### src/rtl/program_loader.sv
// program_loader: turns a byte stream (count, lo/hi word pairs) into instruction-memory writes and holds the CPU until done.
// Define PROGRAM_LOADER_CHECKSUM_EN to require a trailing XOR checksum byte before DONE.
module program_loader #(
  parameter int ADDR_W  = 4,
  parameter int INSTR_W = 9
) (
  input  logic               clk,
  input  logic               rst_n,
  input  logic               start,
  input  logic               in_valid,
  input  logic [7:0]         in_data,
  output logic               in_ready,
  output logic               mem_we,
  output logic [ADDR_W-1:0]  mem_addr,
  output logic [INSTR_W-1:0] mem_wdata,
  output logic               cpu_hold,
  output logic               done,
  output logic               error
);
  localparam int unsigned DEPTH = 1 << ADDR_W;
  localparam int          CW    = ADDR_W + 1;

  typedef enum logic [2:0] {
    IDLE, COUNT, LO, HI,
`ifdef PROGRAM_LOADER_CHECKSUM_EN
    CHK,
`endif
    DONE, ERR
  } state_t;

  state_t             state, state_n;
  logic [CW-1:0]      count_q, count_n;
  logic [CW-1:0]      idx_q, idx_n;
  logic [7:0]         lo_q, lo_n;
  logic               ready_n, we_n, hold_n, done_n, err_n;
  logic [ADDR_W-1:0]  addr_n;
  logic [INSTR_W-1:0] wdata_n;
  logic               xfer, hdr_ok, hi_ok, last_word;
`ifdef PROGRAM_LOADER_CHECKSUM_EN
  logic [7:0]         csum_q, csum_n;
`endif

  always_comb begin
    state_n   = state;
    count_n   = count_q;
    idx_n     = idx_q;
    lo_n      = lo_q;
    we_n      = 1'b0;
    addr_n    = mem_addr;
    wdata_n   = mem_wdata;
    xfer      = in_valid && in_ready;
    hdr_ok    = (in_data != 8'd0) && (32'(in_data) <= DEPTH);
    // Only the low INSTR_W-8 bits of the high byte carry instruction bits.
    hi_ok     = (in_data >> (INSTR_W - 8)) == 8'd0;
    last_word = (idx_q == count_q - CW'(1));
`ifdef PROGRAM_LOADER_CHECKSUM_EN
    csum_n    = csum_q;
    if (xfer) csum_n = csum_q ^ in_data;
`endif
    case (state)
      IDLE, DONE, ERR: begin
        if (start) begin
          state_n = COUNT;
          idx_n   = '0;
`ifdef PROGRAM_LOADER_CHECKSUM_EN
          csum_n  = '0;
`endif
        end
      end
      COUNT: begin
        if (xfer) begin
          if (hdr_ok) begin
            count_n = CW'(in_data);
            state_n = LO;
          end else begin
            state_n = ERR;
          end
        end
      end
      LO: begin
        if (xfer) begin
          lo_n    = in_data;
          state_n = HI;
        end
      end
      HI: begin
        if (xfer) begin
          if (hi_ok) begin
            we_n    = 1'b1;
            addr_n  = idx_q[ADDR_W-1:0];
            wdata_n = {in_data[INSTR_W-9:0], lo_q};
            idx_n   = idx_q + CW'(1);
`ifdef PROGRAM_LOADER_CHECKSUM_EN
            state_n = last_word ? CHK : LO;
`else
            state_n = last_word ? DONE : LO;
`endif
          end else begin
            state_n = ERR;
          end
        end
      end
`ifdef PROGRAM_LOADER_CHECKSUM_EN
      CHK: begin
        if (xfer) state_n = (in_data == csum_q) ? DONE : ERR;
      end
`endif
      default: state_n = IDLE;
    endcase
    // Status outputs are registered from the next state so they track it exactly.
    ready_n = (state_n == COUNT) || (state_n == LO) || (state_n == HI)
`ifdef PROGRAM_LOADER_CHECKSUM_EN
              || (state_n == CHK)
`endif
              ;
    hold_n  = (state_n != DONE);
    done_n  = (state_n == DONE);
    err_n   = (state_n == ERR);
  end

  always_ff @(posedge clk or negedge rst_n) begin
    if (!rst_n) begin
      state     <= IDLE;
      count_q   <= '0;
      idx_q     <= '0;
      lo_q      <= '0;
      in_ready  <= 1'b0;
      mem_we    <= 1'b0;
      mem_addr  <= '0;
      mem_wdata <= '0;
      cpu_hold  <= 1'b1;
      done      <= 1'b0;
      error     <= 1'b0;
`ifdef PROGRAM_LOADER_CHECKSUM_EN
      csum_q    <= '0;
`endif
    end else begin
      state     <= state_n;
      count_q   <= count_n;
      idx_q     <= idx_n;
      lo_q      <= lo_n;
      in_ready  <= ready_n;
      mem_we    <= we_n;
      mem_addr  <= addr_n;
      mem_wdata <= wdata_n;
      cpu_hold  <= hold_n;
      done      <= done_n;
      error     <= err_n;
`ifdef PROGRAM_LOADER_CHECKSUM_EN
      csum_q    <= csum_n;
`endif
    end
  end
endmodule

### config.mk
export PLATFORM = sky130hd
export DESIGN_NAME = program_loader
export DESIGN_NICKNAME = d
export VERILOG_FILES = /design/src/rtl/program_loader.sv
export SDC_FILE = /design/constraint.sdc
export NUM_CORES = 1
export LEC_CHECK = 0
export CORE_UTILIZATION = 57
export DETAILED_ROUTE_END_ITERATION = 12
export HOLD_SLACK_MARGIN = 0.08
export PLACE_DENSITY = 0.92
export SLEW_MARGIN = 20
export SYNTH_ARGS = -nofsm -noshare
export SYNTH_HDL_FRONTEND = slang
export SYNTH_SLANG_ARGS = --single-unit
### constraint.sdc
create_clock -name clk -period 4.66 [get_ports clk]
set_input_delay 0.699 -clock clk [delete_from_list [all_inputs] [get_ports clk]]
set_output_delay 0.699 -clock clk [all_outputs]
set_load 0.05 [all_outputs]
**Word-level counts from Yosys, hierarchy flattened**

Cells that the tools add are included.

- Bits of input ports: 12
- Logic and storage cells: 57
- Register bits: 39
- Output and inout bits: 18

- $lt $le $gt $ge: 1
- Mux-type cells: 15
- Equal/unequal tests: 15
- Add/subtract/negate cells: 2
- Reductions and logical operators: 13

Operators by type and width:

| operator | number |
|---|---|
| 3-bit two-way mux | 7 |
| 5-bit two-way mux | 3 |
| 3-bit by 2-bit equality test with 1-bit output, second input constant | 4 |
| 3-bit equality test, second input constant | 4 |
| 3-bit case mux with 4 select lines | 1 |
| 5-bit case mux with 2 select lines | 1 |
| 8-bit by 5-bit less-or-equal comparator with 1-bit output, second input constant | 1 |
| 8-bit logical NOT | 1 |
| 8-bit nonzero test | 1 |
| 3-bit by 1-bit equality test with 1-bit output, second input constant | 2 |
| 2-bit inequality test, second input constant | 3 |
| 3-bit AND reduction | 2 |
| 5-bit by 1-bit adder with 5-bit output, second input constant | 1 |
| 5-bit equality test | 1 |
| 5-bit by 1-bit subtractor with 5-bit output, second input constant | 1 |
| 4-bit AND reduction | 1 |
| 3-bit logical NOT | 1 |
| 1-bit two-way mux | 3 |
| 3-bit inequality test, second input constant | 1 |
| 3-bit OR reduction | 1 |
| 1-bit logical AND | 2 |
| 1-bit logical OR | 2 |
| 2-bit AND reduction | 1 |
| 2-bit nonzero test | 1 |

**Depth between registers and ports, before layout**

Gate-level depths: netlist (run 1).

- Depth in word-level cells: 9
- Depth in mapped cells: 7
- Gate-level depth less buffers: 7

**Worst setup path after synthesis (run 1)**

Ideal clock, no wire load.

- Kind: input to register
- Start point: input port in_data[4]
- End point: register mem_wdata[0]
- Setup slack: 2493 ps
- Library setup time: 125 ps
- Required time: 4535 ps
- Buffers on the path: 2
- Stages: 6
- Data arrival time: 2042 ps
- Cell sequence: nor4_4 nand3_2 or3_1 buf_6 buf_12 mux2_4

- Cells in the longest elaborated chain, start to end: 2

Ends and longest elaborated chain:

| element | RTL line | text |
|---|---|---|
| start: declaration | 11 | `input logic [7:0] in_data,` |
| 8-bit logical NOT | 54 | `hi_ok = (in_data >> (INSTR_W - 8)) == 8'd0;` |
| 3-bit AND reduction (no source line) | n/a |  |
| end signal: assignment | 145 | `mem_wdata <= wdata_n;` |
| end: declaration | 15 | `output logic [INSTR_W-1:0] mem_wdata,` |

No other way between the ends.
A chain may end at the register's enable or synchronous reset.

**Worst setup path in the final report (run 1)**

Ends and elaborated chain as after synthesis.

==> results of run 1 <==
[how the worst max path moves through the flow]
stage,startpoint,end
final,in_data[4],mem_wdata[0]$_DFFE_PN0P_
after global routing,in_data[4],mem_wdata[7]$_DFFE_PN0P_
after global placement,in_data[4],mem_wdata[1]$_DFFE_PN0P_
after floorplan,in_data[4],mem_wdata[0]$_DFFE_PN0P_
after CTS,in_data[4],mem_wdata[0]$_DFFE_PN0P_
after detailed placement,in_data[4],mem_wdata[7]$_DFFE_PN0P_
[registers in the layout (all words and copies together), names as in the netlist]
register	count
count_q	5
cpu_hold	1
done	1
error	1
idx_q	5
in_ready	1
lo_q	8
mem_addr	4
mem_wdata	9
mem_we	1
state	3
[power by group through the flow]
stage	Clock [uW]	Sequential, uW	Combinational (uW)
CTS	229	431	260
floorplan	0	456	155
global placement	0	434	240
detailed placement	0	438	258
finish	226	433	258
global route	246	438	284
[cell families (layout without fill, tap and decap cells)]
group                    count (synthesis)  count (layout)  synth area share
AND/OR/NAND/NOR                         44              44             0.153
flip-flops                              39              39             0.516
multiplexers                            25              25             0.166
AO/OA/AOI/OAI                           23              23            0.0806
XOR/XNOR                                 9               9            0.0416
buffers and inverters                    8              42            0.0291
adder cells (fa/ha/maj)                  2               2            0.0132
[layout make-up]
cell class	instances	area [um^2]
Clock inverter	3	43.8
Timing Repair Buffer	29	285
Clock buffer	5	37.5
Tap cell	44	55.1
Fill cell	233	825
Sequential cell	39	977
Multi-Input combinational cell	103	861
Inverter	5	18.8
[per-layer routing]
| layer | global-route usage | vias to the layer above |
|---|---|---|
| li1 | - | 603 |
| met1 | 0.275 | 648 |
| met2 | 0.421 | 36 |
| met3 | 0.0852 | 7 |
| met4 | 0.103 | 0 |
| met5 | 0 | - |
[stage by stage]
step           setup WS (ns)  total power, uW  hold WS [ns]  utilization  instance area (um^2)
6_report                2.06              917         0.432        0.734                  2280
5_1_grt                 1.97              968         0.491        0.734                  2280
4_1_cts                 2.07              920         0.456        0.734                  2280
3_5_place_dp            1.70              696         0.501        0.708                  2200
3_3_place_gp            1.77              673         0.486        0.708                  2200
2_1_floorplan           2.49              611         0.403            -                  1890
[layout by cell type, fill, tap and decap left out, types with 2 or more instances in the layout]
| master | count |
|---|---|
| xnor2_1 | 6 |
| a21o_1 | 2 |
| mux2_4 | 9 |
| nand3b_1 | 2 |
| o21ai_0 | 6 |
| nand2b_1 | 3 |
| nor3_1 | 3 |
| clkbuf_4 | 5 |
| nand2_1 | 8 |
| xor2_1 | 3 |
| ha_1 | 2 |
| nor2b_1 | 2 |
| clkdlybuf4s50_1 | 28 |
| a21oi_1 | 4 |
| nor4_4 | 2 |
| dfrtp_1 | 38 |
| a211oi_1 | 2 |
| nor2_1 | 8 |
| mux2_2 | 15 |
| nand3_1 | 3 |
| inv_1 | 5 |
==> summary.md, run 1 <==
| Metric | Value |
|---|---|
| Final TNS setup | 0 ns |
| Synth Warn # | 0 |
| DR iter-0 viols | 72 |
| Seq pwr share | 0.472 |
| CP bufs+invs | 1 |
| DIE AREA | 3560 um^2 |
| Final Cycle Share | 0.558 |
| Synth Register Bits | 39 |
| Clk slew on worst S/H paths | 0.12 ns |
| Area added between synthesis and finish | 20.4% |
| Synth area leader | dfrtp_1 |
| Crit-path cells | clkdlybuf4s50_1 > nor4_4 > nand3_2 > or3_1 > mux2_4 |
| Buffers on Ports | 29 |
| Most common cell in the synthesized netlist | dfrtp_1 |
| Worst slew margin | 0.438 |
| DR WL/cell | 16.6 um |
| Leakage | 0.00104 uW |
| RSZ-0062 raised after global routing | false |
| CTS Root Cell | clkbuf_4 |
| Post-synth top area share | 0.502 |
| Critical Path RT | 4.91 ns |
| Global route total overflow | 0 |
| Antenna cell count | 0 |
| Hpwl dp | 2750 um |
| Via density | 5.68 |
| Crit-path leading delay family | simple AND/OR/NAND/NOR gates |
| Prevailing post-synth register cell | dfrtp_1 |
| Die H | 59.6 um |
| Pwr dens | 402 nW/um^2 |
| Dominant cells by area after synthesis | dfrtp_1, mux2_2, mux2_4 |
| Synth unique cells | 46 |
| Die width | 59.6 um |
| Slew Viols, Final | 0 |
| Mapped Cells | 150 |
| Routed Antenna Nets | 0 |
| Maximum resistive drop on vdd | 0.320 mV |
| Crit path launch type | input port |
| Worst Hold Class | input port to async pin |
| Syn_area_per_cell | 12.6 um^2 |
| Ports | 30 |
| Final hold viol count | 0 |
| Finished Layout Cells | 228 |
| Max Cap Viol | 0 |
| Min Tclk post-route | 2.60 ns |
| All-layer global routing usage | 0.244 |
| DR pass1 iterations | 6 |
| Crit path depth | 5 |
| Pin count of the biggest net entering global routing | 40 |
| Clock Latency Late Sink | 0.36 ns |
| DRC | 0 |
| DP Cell Count | 220 |
| Final nets | 197 |
| # H-tree levels | 2 |
| Highest routed layer | met4 |
| First-pass GRT wire length | 6190 um |
| R2r startpoint | count_q[0]$_DFFE_PN0P_ |
| Worst-Margin Slew | 0.843 ns |
| Met2 routed WL | 1980 um |
| Crit path capture type | register |
| Clk pwr share | 0.247 |
| Crit-path slowest cell | or3_1 |
| Core area | 3100 um^2 |
| CP max stage delay | 0.65 ns |
| Synthesized area | 1890 um^2 |
| Worst Path Max Fanout | 14 |
| Total CTS buffers | 5 |
| RR Endpoint | state[2]$_DFF_PN0_ |
| Initial antenna violation count | 0 |
| CTS tree | built |
| FFs w/ async S/R, synth | 1.00 |
| Peak Freq | 0.385 GHz |
| Gpl congestion | 0.896 |
| Final setup skew | 0.0134 ns |
| Post-Route WL | 3790 um |
| Vias in the first global route | 1329 |
| WL met3 | 211 um |
| Layout cells sized above 1 | 0.223 |
| Total number of vias | 1294 |
| Post-cts sizing count | 0 |
| Post-synth top cells | dfrtp_1, mux2_2, mux2_4, nand2_1, nor2_1 |
| Worst-case reg-to-reg path depth | 7 |
| Deepest clock path buffer count | 2 |
| Number of flops mapped to enable cells by yosys | 0 |
| Pint | 611 uW |
| Syn_nets | 164 |
| Clock Sinks | 39 |
| Final setup fails | 0 |
| Outcome | complete, no violations |
| Net Switching | 306 uW |
| CTS Hold Buffers Added | 0 |
| Seq/Total Area, Yosys | 0.516 |
| Combinational Power Share | 0.281 |
| Starting Density | 0.610 |
| Post-CTS Setup Repair Bufs | 0 |
| Crit path kind | input port to register |
| # rows | 20 |
| Crit path DAT | 2.85 ns |
| Reg-to-reg slack, setup | 2.43 ns |
| Met1 wire length | 1550 um |
| Sw frac | 0.334 |
Power figures use the tool's default switching activity.
==> inputs of run 2 (changes only) <==
--- a/config.mk
+++ b/config.mk
@@ -5,10 +5,10 @@
 export SDC_FILE = /design/constraint.sdc
 export NUM_CORES = 1
 export LEC_CHECK = 0
-export CORE_UTILIZATION = 57
+export CORE_UTILIZATION = 48
 export DETAILED_ROUTE_END_ITERATION = 12
 export HOLD_SLACK_MARGIN = 0.08
-export PLACE_DENSITY = 0.92
+export PLACE_DENSITY = 0.83
 export SLEW_MARGIN = 20
 export SYNTH_ARGS = -nofsm -noshare
 export SYNTH_HDL_FRONTEND = slang
==> constraint.sdc (replaced) <==
create_clock -name clk -period 2.2 [get_ports clk]
set_input_delay 0.33 -clock clk [delete_from_list [all_inputs] [get_ports clk]]
set_output_delay 0.33 -clock clk [all_outputs]
set_load 0.05 [all_outputs]
==> summary.md, run 2 (synthesis results as in run 1) <==
| Metric | Value |
|---|---|
| Starting Density | 0.509 |
| Routed Antenna Nets | 0 |
| DR iter-0 viols | 38 |
| GRT met1 Usage | 0.245 |
| DIE AREA | 4200 um^2 |
| Total number of vias | 1355 |
| Deepest clock path buffer count | 2 |
| Max reg flops | 9 |
| Gr busiest metal | met2 |
| Area added between synthesis and finish | 28.9% |
| Net Switching | 674 uW |
| Gpl congestion | 0.777 |
| CTS Hold Buffers Added | 0 |
| Final hold viol count | 0 |
| Combinational Power Share | 0.279 |
| Clock Sinks | 39 |
| CTS Root Cell | clkbuf_8 |
| Worst-Margin Slew | 0.854 ns |
| Pin count of the biggest net entering global routing | 40 |
| Critical Path Source | in_data[3] |
| WHS | 0.136 ns |
| Leakage | 0.00113 uW |
| Pint | 1420 uW |
| Die H | 64.8 um |
| Min Tclk post-route | 2.15 ns |
| Worst Hold Class | input port to async pin |
| Via density | 5.53 |
| DR WL/cell | 15.8 um |
| Sw frac | 0.321 |
| Buffers on Ports | 29 |
| Crit path launch type | input port |
| Total power | 2100 uW |
| Multi-input logic area | 877 um^2 |
| Final setup fails | 0 |
| Slew Viols, Final | 0 |
| Hpwl dp | 2770 um |
| Most frequent cells in the layout | dfrtp_1, clkdlybuf4s50_1, mux2_2 |
| Vias in the first global route | 1382 |
| DRC | 0 |
| Final Cycle Share | 0.979 |
| Pwr dens | 860 nW/um^2 |
| Layout cells sized above 1 | 0.289 |
| Seq pwr share | 0.437 |
| # rows | 22 |
| Final nets | 210 |
| Critical Path RT | 2.44 ns |
| Ports | 30 |
| M2 GR Usage | 0.344 |
| Dpl ws | -0.226 ns |
| Clk pwr share | 0.284 |
| Core area | 3720 um^2 |
| Final setup skew | 0.00911 ns |
| Crit path DAT | 2.39 ns |
| Filler instances | 270 |
| Final TNS setup | 0 ns |
| Outcome | complete, no violations |
| Worst Path Max Fanout | 5 |
| Sequential cell area | 977 um^2 |
| Global route total overflow | 0 |
| Biggest register | mem_wdata |
| Commonest non-fill, non-tap cell in the layout | dfrtp_1 |
| R2r startpoint | count_q[0]$_DFFE_PN0P_ |
| Post-Route WL | 3870 um |
| CTS tree | built |
| Clock Latency Late Sink | 0.30 ns |
| Max Cap Viol | 0 |
| First-pass GRT wire length | 6350 um |
| Worst slew margin | 0.431 |
| # H-tree levels | 2 |
| Initial antenna violation count | 0 |
| M3 GR Usage | 0.0563 |
| Largest regs | mem_wdata x9, lo_q x8 |
| Maximum resistive drop on vdd | 0.500 mV |
| All-layer global routing usage | 0.205 |
| Total CTS buffers | 5 |
| Die width | 64.8 um |
| Crit path kind | input port to register |
| Peak Freq | 0.464 GHz |
| Setup ws final | 0.0455 ns |
| Crit path capture type | register |
| Antenna cell count | 0 |
| Clk slew on worst S/H paths | 0.09 ns |
| DR pass1 iterations | 4 |
==> run 2: changes by cell type in the layout (fill, tap and decap cells not counted), sizes merged <==
cell,delta
buf,+13
==> run 2: timing repair <==
item,4_1_cts,5_1_grt
gates resized for setup,0,4
setup endpoints to repair,0,5
setup buffers,0,0
==> run 2: worst paths after layout <==
| check | end | slack (ns) | depth (start not counted) |
|---|---|---|---|
| worst max register to register | state[2]$_DFF_PN0_ | 0.20 | 8 |
| max in group asynchronous | idx_q[4]$_DFFE_PN0P_ | 1.53 | 1 |
| worst min-delay path | lo_q[1]$_DFFE_PN0P_ | 0.14 | 1 |
| worst min register to register | mem_addr[3]$_DFFE_PN0P_ | 0.51 | 1 |
| min in group clk | mem_addr[3]$_DFFE_PN0P_ | 0.51 | 1 |
| worst max-delay path | error$_DFF_PN0_ | 0.05 | 6 |
==> run 2: area by class of cell <==
| cell class | count | area share |
|---|---|---|
| repair buffers | 42 | 0.162 |
| well taps | 48 | 0.0246 |
| multi-input cells | 103 | 0.359 |
| clock buffers | 5 | 0.0282 |
| inverters | 5 | 0.00769 |
| flip-flops and latches | 39 | 0.400 |
| clock inverters | 3 | 0.0179 |
==> run 2: per-layer routing <==
| metal | routed length, um | vias up |
|---|---|---|
| met5 | 0 | - |
| met4 | 80 | 0 |
| met3 | 189 | 9 |
| met2 | 1930 | 41 |
| met1 | 1670 | 678 |
| li1 | - | 627 |
==> run 2: stage by stage <==
step | util | cells | area (um^2)
final | 0.657 | 245 | 2440
after global routing | 0.657 | 245 | 2440
after CTS | 0.653 | 245 | 2420
after detailed placement | 0.622 | 237 | 2310
after global placement | 0.622 | 237 | 2310
after floorplan | - | 150 | 1890
==> run 2: worst max-delay path: stages <==
cell             delay [ns]
clkdlybuf4s50_1        0.53
nor4_2                 0.50
mux2i_2                0.42
o21ai_0                0.12
a21o_1                 0.24
o21ba_2                0.24
==> run 2: power groups by stage <==
| stage | Clock [uW] | Combinational (uW) | Sequential [uW] |
|---|---|---|---|
| 6_report | 597 | 585 | 917 |
| 5_1_grt | 639 | 635 | 932 |
| 4_1_cts | 607 | 573 | 914 |
| 3_5_place_dp | 0 | 568 | 925 |
| 3_3_place_gp | 0 | 544 | 923 |
| 2_1_floorplan | 0 | 328 | 967 |
==> inputs of run 3 (changes only) <==
--- a/config.mk
+++ b/config.mk
@@ -5,7 +5,9 @@
 export SDC_FILE = /design/constraint.sdc
 export NUM_CORES = 1
 export LEC_CHECK = 0
+export CORE_ASPECT_RATIO = 1.1
 export CORE_UTILIZATION = 48
+export CTS_CLUSTER_SIZE = 30
 export DETAILED_ROUTE_END_ITERATION = 12
 export HOLD_SLACK_MARGIN = 0.08
 export PLACE_DENSITY = 0.83
==> summary.md, run 3 (synthesis results as in run 1) <==
| Metric | Value |
|---|---|
| Outcome | complete, no violations |
| Core area | 3710 um^2 |
| Total number of vias | 1324 |
| DR iter-0 viols | 34 |
| Crit path capture type | register |
| Clock Latency Late Sink | 0.29 ns |
| Maximum resistive drop on vdd | 0.572 mV |
| Worst-case reg-to-reg path depth | 8 |
| Leakage | 0.00112 uW |
| Clock Sinks | 39 |
| Combinational Power Share | 0.279 |
| Crit-path cells | clkdlybuf4s50_1 > nor4_4 > mux2i_2 > o21ai_0 > a21o_1 > a211oi_1 |
| Vias in the first global route | 1407 |
| Peak Freq | 0.490 GHz |
| Crit path kind | input port to register |
| DRC | 0 |
| # H-tree levels | 2 |
| R2r startpoint | count_q[0]$_DFFE_PN0P_ |
| Initial antenna violation count | 0 |
| Pint | 1420 uW |
| CP max stage delay | 0.55 ns |
| Post-cts sizing count | 0 |
| CTS Root Cell | clkbuf_8 |
| Deepest clock path buffer count | 2 |
| Post-CTS Setup Repair Bufs | 0 |
| Crit path DAT | 2.24 ns |
| Post-Route WL | 3750 um |
| Sw frac | 0.319 |
| Starting Density | 0.510 |
| Pwr dens | 857 nW/um^2 |
| Final nets | 208 |
| Gpl congestion | 0.863 |
| Final core utilization | 0.657 |
| Die H | 67.9 um |
| WHS | 0.132 ns |
| Min Tclk post-route | 2.04 ns |
| DIE AREA | 4200 um^2 |
| Largest regs | mem_wdata x9, lo_q x8 |
| Via density | 5.40 |
| DP Cell Count | 237 |
| Seq pwr share | 0.441 |
| Most frequent cells in the layout | dfrtp_1, clkdlybuf4s50_1, mux2_2 |
| Buffers on Ports | 29 |
| DR pass1 iterations | 5 |
| Worst-Margin Slew | 0.827 ns |
| Global route total overflow | 0 |
| Crit path launch type | input port |
| All-layer global routing usage | 0.205 |
| Reg-to-reg slack, setup | 0.20 ns |
| Antenna cell count | 0 |
| Finished Layout Cells | 245 |
| Clk slew on worst S/H paths | 0.08 ns |
| Ports | 30 |
| Die width | 61.9 um |
| Final Cycle Share | 0.927 |
| Commonest non-fill, non-tap cell in the layout | dfrtp_1 |
| Clk pwr share | 0.280 |
| Hpwl dp | 2870 um |
| Max Cap Viol | 0 |
| CTS tree | built |
| Final setup fails | 0 |
| Routed Antenna Nets | 0 |
| Area added between synthesis and finish | 28.8% |
| Layout cells sized above 1 | 0.282 |
| Max reg flops | 9 |
| First-pass GRT wire length | 6110 um |
| Pin count of the biggest net entering global routing | 40 |
| Net Switching | 666 uW |
| Total CTS buffers | 5 |
| Slew Viols, Final | 0 |
| Critical Path RT | 2.40 ns |
| Biggest register | mem_wdata |
| Crit-path slowest cell | clkdlybuf4s50_1 |
| DR WL/cell | 15.3 um |
| CTS Hold Buffers Added | 0 |
| RSZ-0062 raised after global routing | false |
| # rows | 23 |
| Worst slew margin | 0.448 |
| Final hold viol count | 0 |
| Final setup skew | 0.00725 ns |
| Worst Path Max Fanout | 5 |
| Filler instances | 265 |
| Worst Hold Class | input port to async pin |
| RR Endpoint | state[2]$_DFF_PN0_ |
-- run 3: how the worst max path moves through the flow --
stage          cells after the start  slack [ns]          startpoint                  endpoint
6_report                           6        0.16          in_data[3]        in_ready$_DFF_PN0_
3_3_place_gp                       6       -0.12          in_data[3]           error$_DFF_PN0_
5_1_grt                            6        0.03          in_data[3]        in_ready$_DFF_PN0_
2_1_floorplan                      5        0.16  in_ready$_DFF_PN0_  mem_wdata[0]$_DFFE_PN0P_
3_5_place_dp                       6       -0.28          in_data[3]           error$_DFF_PN0_
4_1_cts                            6        0.01          in_data[3]           error$_DFF_PN0_
-- run 3: power groups by stage --
| stage | sequential, uW | clock, uW | combinational, uW |
|---|---|---|---|
| 6_report | 922 | 585 | 582 |
| 3_5_place_dp | 934 | 0 | 570 |
| 4_1_cts | 922 | 597 | 574 |
| 2_1_floorplan | 967 | 0 | 328 |
| 5_1_grt | 933 | 619 | 641 |
| 3_3_place_gp | 921 | 0 | 542 |
-- run 3: per-layer routing --
layer,track usage,wire length (um)
met2,0.372,2030
met4,0.0889,76
met3,0.0737,172
met5,0,0
met1,0.206,1470
-- run 3: layout make-up --
type,instances,area (um^2),share of cell area
clock buffers,5,68.8,0.0282
clock inverters,3,43.8,0.0180
inverters,5,18.8,0.00770
multi-input cells,103,886,0.363
flip-flops and latches,39,977,0.401
well taps,50,62.6,0.0257
repair buffers,40,380,0.156
-- run 3: worst max-delay path: cells and delay by family --
family	cells	cell delay, ns
buf+inv	1	0.55
compound gates	3	0.58
mux	1	0.39
simple gates	1	0.39
-- run 3: metrics by stage --
step	power (uW)	cell area, um^2	setup TNS [ns]	setup slack [ns]
floorplan	1290	1890	0	0.160
global placement	1460	2300	-1.01	-0.120
detailed placement	1500	2300	-3.29	-0.278
CTS	2090	2410	0	0.0148
global route	2190	2440	0	0.0297
finish	2090	2440	0	0.160
